===== config.mk =====
export PLATFORM = sky130hd
export DESIGN_NAME = demux16_router
export DESIGN_NICKNAME = d
export VERILOG_FILES = /design/src/rtl/demux16_router_pkg.sv /design/src/rtl/demux16_slot.sv /design/src/rtl/demux16_router.sv
export VERILOG_INCLUDE_DIRS = /design/src /design/src/rtl
export SDC_FILE = /design/constraint.sdc
export NUM_CORES = 1
export LEC_CHECK = 0
export ABC_AREA = 1
export BUFFER_PORTS_ARGS = -buffer_cell sky130_fd_sc_hd__buf_2
export CELL_PAD_IN_SITES_DETAIL_PLACEMENT = 2
export CELL_PAD_IN_SITES_GLOBAL_PLACEMENT = 2
export CORE_MARGIN = 4
export CORE_UTILIZATION = 28
export DETAILED_ROUTE_END_ITERATION = 6
export GPL_TIMING_DRIVEN = 0
export MAX_ROUTING_LAYER = met4
export PLACE_DENSITY = 0.9
export SYNTH_ARGS = -nofsm -noshare
export SYNTH_HDL_FRONTEND = slang
export SYNTH_SLANG_ARGS = --single-unit

===== constraint.sdc =====
create_clock -name clk -period 2.8 [get_ports clk]
set_input_delay 0.84 -clock clk [delete_from_list [all_inputs] [get_ports clk]]
set_output_delay 0.84 -clock clk [all_outputs]
set_load 0.02 [all_outputs]

===== src/rtl/demux16_router_defs.svh =====
// Shared constants for the demux16 router slice: default widths and select encodings.
`ifndef DEMUX16_ROUTER_DEFS_SVH
`define DEMUX16_ROUTER_DEFS_SVH

`define WIDTH_DEFAULT 16
`define CNT_W_DEFAULT 8
`define SEL_A 1'b0
`define SEL_B 1'b1

`endif


===== src/rtl/demux16_router_pkg.sv =====
// Package for the demux16 router: default widths and the destination encoding.
package demux16_router_pkg;

`include "demux16_router_defs.svh"

    localparam int DEF_WIDTH = `WIDTH_DEFAULT;
    localparam int DEF_CNT_W = `CNT_W_DEFAULT;

    typedef enum logic {
        DEST_A = `SEL_A,
        DEST_B = `SEL_B
    } dest_e;

endpackage


===== src/rtl/demux16_slot.sv =====
// Single-entry holding register with load/drain valid flag and accepted-word counter.
module demux16_slot #(
    parameter int WIDTH = 16,
    parameter int CNT_W = 8
) (
    input  logic             clk,
    input  logic             rst,
    input  logic             load,
    input  logic [WIDTH-1:0] load_data,
    input  logic             ready,
    output logic             valid,
    output logic [WIDTH-1:0] data,
    output logic [CNT_W-1:0] count,
    output logic             space
);

    // Space is available when empty or when the held word leaves this edge.
    assign space = ~valid | ready;

    always_ff @(posedge clk) begin
        if (rst) begin
            valid <= 1'b0;
            data  <= '0;
            count <= '0;
        end else if (load) begin
            valid <= 1'b1;
            data  <= load_data;
            count <= count + 1'b1;
        end else if (valid && ready) begin
            valid <= 1'b0;
        end
    end

endmodule


===== src/rtl/demux16_router.sv =====
// 1-to-2 router for 16-bit ALU result words into two independently drained holding slots.
module demux16_router
    import demux16_router_pkg::*;
#(
    parameter int WIDTH = DEF_WIDTH,
    parameter int CNT_W = DEF_CNT_W
) (
    input  logic             clk,
    input  logic             rst,
    input  logic             in_valid,
    output logic             in_ready,
    input  logic [WIDTH-1:0] in_data,
    input  logic             in_sel,
    output logic             a_valid,
    input  logic             a_ready,
    output logic [WIDTH-1:0] a_data,
    output logic             b_valid,
    input  logic             b_ready,
    output logic [WIDTH-1:0] b_data,
    output logic [CNT_W-1:0] a_count,
    output logic [CNT_W-1:0] b_count
);

    dest_e dest;
    logic  a_space;
    logic  b_space;
    logic  accept;
    logic  a_load;
    logic  b_load;

    assign dest = dest_e'(in_sel);

    always_comb begin
        in_ready = 1'b0;
        if (!rst) begin
            in_ready = (dest == DEST_B) ? b_space : a_space;
        end
    end

    assign accept = in_valid & in_ready;
    assign a_load = accept & (dest == DEST_A);
    assign b_load = accept & (dest == DEST_B);

    demux16_slot #(.WIDTH(WIDTH), .CNT_W(CNT_W)) u_slot_a (
        .clk       (clk),
        .rst       (rst),
        .load      (a_load),
        .load_data (in_data),
        .ready     (a_ready),
        .valid     (a_valid),
        .data      (a_data),
        .count     (a_count),
        .space     (a_space)
    );

    demux16_slot #(.WIDTH(WIDTH), .CNT_W(CNT_W)) u_slot_b (
        .clk       (clk),
        .rst       (rst),
        .load      (b_load),
        .load_data (in_data),
        .ready     (b_ready),
        .valid     (b_valid),
        .data      (b_data),
        .count     (b_count),
        .space     (b_space)
    );

endmodule


# --- Word level (Yosys, flattened, before mapping) ---
# Cells that the tools add are included.
# W data, S select, Z words.
word_totals:
  register_bits: 50
  latch_bits: 0
  ramBits: 0
  mem_bits_ro: 0
  output_inout_bits: 51
  wordCells: 26
  n_memories: 0
classes:
  add_sub_neg: 2
  n_mul: 0
  n_div: 0
  magnitude_cmp: 0
  n_eq_ne: 0
  shifts: 0
  n_mux: 6
  n_bitwise: 8
  reduce_logical: 4
op_table:
  columns: ["operator", "n"]
  rows:
  - ["$add A8 B1 Y8 const B", 2]
  - ["$mux W1", 6]
  - ["$reduce_bool A2 Y1", 2]
  - ["$and A1 B1 Y1", 3]
  - ["$not A1 Y1", 3]
  - ["$logic_and A1 B1 Y1", 2]
  - ["$or A1 B1 Y1", 2]

# --- Depth between registers and ports, before layout ---
logic_depth:
  word_depth: 7
  depth_mapped: 8

# --- By module ---
# A second synthesis with hierarchy kept.
unflattened:
  hier_cells: 253
  hier_area_um2: 1918.1
by_module_without_submodules:
  columns: ["mod", "instances", "cells_each", "area_each_um2", "seq_area_each_um2"]
  rows:
  - ["demux16_slot", 2, 122, 938.4, 500.5]
  - ["demux16_router", 1, 9, 41.3, 0.0]

# --- Worst setup path before layout ---
# OpenSTA, ideal clock, no wires.
synth_timing:
  kind: "input-to-output"
  from: "input rst"
  to: "output in_ready"
  arrival_time_ps: 1452
  required_time_ps: 1960
  path_slack_ps: 508
  stages: 4
  path_cell_list: "buf_2 inv_2 nand2_1 nor2_1"
synth_via:
  elab_chain_cells: 1
synth_lines:
  columns: ["element", "line_no", "source"]
  rows:
  - ["start: declaration", "demux16_router.sv:9", "input logic rst,"]
  - ["$mux W1", "demux16_router.sv:35", "if (!rst) begin"]
  - ["end: declaration", "demux16_router.sv:11", "output logic in_ready,"]
# No other way between the ends.

# --- Final worst setup path ---
# Same ends and word-level chain as after synthesis.

==> impl_metrics.toml <==
[outcome]
status = "finished clean"

[global_route]
antenna_found_initial = 0
grt_max_degree = 15
grtUsageTotal_pct = 16.5
grt_pass1_wl_um = 11000
grt_pass1_vias = 2284
grt-ovfl-total = 0

[timing]
timing.final.crit_share_pct = 86.9
fmax_mhz = 411
worst_pin_slew_ps = 576
fin_skew_ps = 4.07
grt_setup_unrepaired = "no"
period_minus_slack_ps = 2430
setup_viol = 0
hold_viol = 0
relSlewSlack_pct = 61.6
drv_slew = 0
fin_tns_setup_ps = 0

[worst_setup_path]
cp_slowest_stage_delay_ps = 200
crit_family = "buffers and inverters"
crit_buf_inv = 3
crit_top_cell = "buf_2"
cp_cell_sequence = "buf_2 -> inv_2 -> nand2_1 -> nor2_1 -> buf_2"
cp_max_fo = 9
cp.required_ps = 1960
worstSetupEndpointType = "primary output"
crit_slowest_cell = "buf_2"
crit_path_start_kind = "input port"
cp.arrival_ps = 1590
critPathKind = "in -> out"

[power_and_ir_drop]
p_sw_uw = 359
power_density_nw_per_um2 = 550
peakVddDrop_uv = 233
pwr-share-clk_pct = 35.7
switching_share_pct = 25.4
p_int_mw = 1.05
pwr-share-seq_pct = 53.0
combPwrFrac_pct = 11.3
static-leakage-power_nw = 1.15

[finish]
antenna_cells = 0
multi_input_area_um2 = 881
drive_gt1_share_pct = 24.6
nets = 373
mostFrequentLayoutCells = "buf_2, nand2_1, nor2_1, dfxtp_1, a21oi_1"
fillers = 870
final_common_cell = "buf_2"
syn2layout_area_growth_pct = 29.3
utilization_pct = 37.6
final_cells = 446
seq_area_um2 = 1000

[route]
drc_errors = 0
drt_pre_antenna_iters = 4
ant_nets = 0
top_layer = "met4"
wl_met1_um = 2940
wl_met2_um = 3380
wirelength_um = 6730
dr_wl_met3_um = 341
vias = 2069
wl_per_cell_um = 15.1
viasPerCell = 4.64
drt_iter0_drc = 67

[clock_network]
path_clk_slew_ps = 90
cts_setup_buffers = 0
clkLatencyLatePin_ps = 300
numCtsBuffers = 5
cts-root-buf = "clkbuf_8"
holdBufCountCts = 0
cts_resized = 0
cts.sinks = 50
cts_buffer_depth = 2
cts_max_level = 2
cts_tree = "built"

[logic_synthesis]
ys.flop_type = "dfxtp_1"
async_flop_share_pct = 0
netlist_instances = 271
ys_ff_latch = 50
synth_nets = 295
yosys_warnings = 0
syn_area_um2 = 1990
synth_edf_count = 0
ys_seq_area_share_pct = 50.4
syn_avg_cell_area_um2 = 7.33
synth_cell_type_count = 17

[place]
placedCellCount = 438
dp_hpwl_um = 5260
place.gp.congestion = 0.804
io_buffers = 71

[die]
die-area_um2 = 8500
die_x_um = 92.2
boundaryPins = 73
initial_core_util_pct = 29.1
coreArea_um2 = 6830
rows = 30
dieHeight_um = 92.2

[min_path]
hold_class = "reg -> reg"

[flow_run]
cap_violations = 0
layer usage:
layer	vias to the layer above	global-route usage (%)
met5	-	-
li1	1033	-
met3	8	4.51
met1	982	18.7
met4	0	3.71
met2	46	29.2
cell usage after synthesis, drive strengths merged, types with 3 or more instances:
cell     n  area (um^2)
a21oi   29          145
inv     12         45.1
nand4    3         18.8
clkbuf   6         22.5
dfxtp   50         1000
buf      6         36.3
nor2    52          195
nand2   69          259
xor2     3         26.3
nand3   12         60.1
o21ai   22          110
nor3     3         26.3
final timing paths:
kind | from | endpoint | slack [ps] | cells past startpoint
hold / removal | u_slot_b.data[13] | u_slot_b.data[13] | 470 | 2
hold reg to reg | u_slot_b.data[13] | u_slot_b.data[13] | 470 | 2
setup reg to reg | u_slot_b.valid | u_slot_a.data[6] | 1190 | 7
setup / recovery | rst | in_ready | 370 | 5
metrics by stage:
| step | setup WS [ps] | power (mW) | hold slack (ps) | area, um^2 |
|---|---|---|---|---|
| 5_1_grt | 282 | 1.48 | 489 | 2570 |
| 3_5_place_dp | 341 | 0.928 | 460 | 2460 |
| 6_report | 366 | 1.41 | 470 | 2570 |
| 2_1_floorplan | 508 | 0.855 | 536 | 1990 |
| 3_3_place_gp | 340 | 0.919 | 451 | 2460 |
| 4_1_cts | 342 | 1.43 | 475 | 2570 |
power by group through the flow:
stage / sequential (mW) / clock (mW) / combinational, mW
final: 0.748 / 0.504 / 0.160
after global routing: 0.752 / 0.552 / 0.179
after CTS: 0.748 / 0.520 / 0.164
after detailed placement: 0.765 / 0 / 0.163
after global placement: 0.763 / 0 / 0.156
after floorplan: 0.792 / 0 / 0.0637
flip-flops by register name, indices dropped and copies added, names as in the netlist:
signal	flops
u_slot_a.data	16
u_slot_b.data	16
u_slot_a.count	8
u_slot_b.count	8
u_slot_b.valid	1
u_slot_a.valid	1
final cells by class:
cell class,count,share of cell area (%)
repair buffers,71,13.8
inverters,12,1.75
clock buffers,7,2.97
plain buffers,12,2.29
flip-flops and latches,50,39.0
clock inverters,1,1.17
well taps,96,4.68
multi-input cells,197,34.3
worst register-to-register path, cell delays in order (launching register included):
cell	delay (ps)
dfxtp_1	340
nand3_1	120
nand2_1	60
nor2_1	170
nand3_1	220
clkbuf_1	280
o21ai_0	250
nor2_1	60
cell families after synthesis:
kind of cell / count (synthesis) / synth area share (%)
XOR/XNOR: 3 / 1.32
flip-flops: 50 / 50.4
AO/OA/AOI/OAI: 51 / 12.9
buffers and inverters: 24 / 5.23
adder cells (fa/ha/maj): 2 / 1.26
AND/OR/NAND/NOR: 141 / 28.9
No activity file was read; power rests on OpenSTA's default activity.
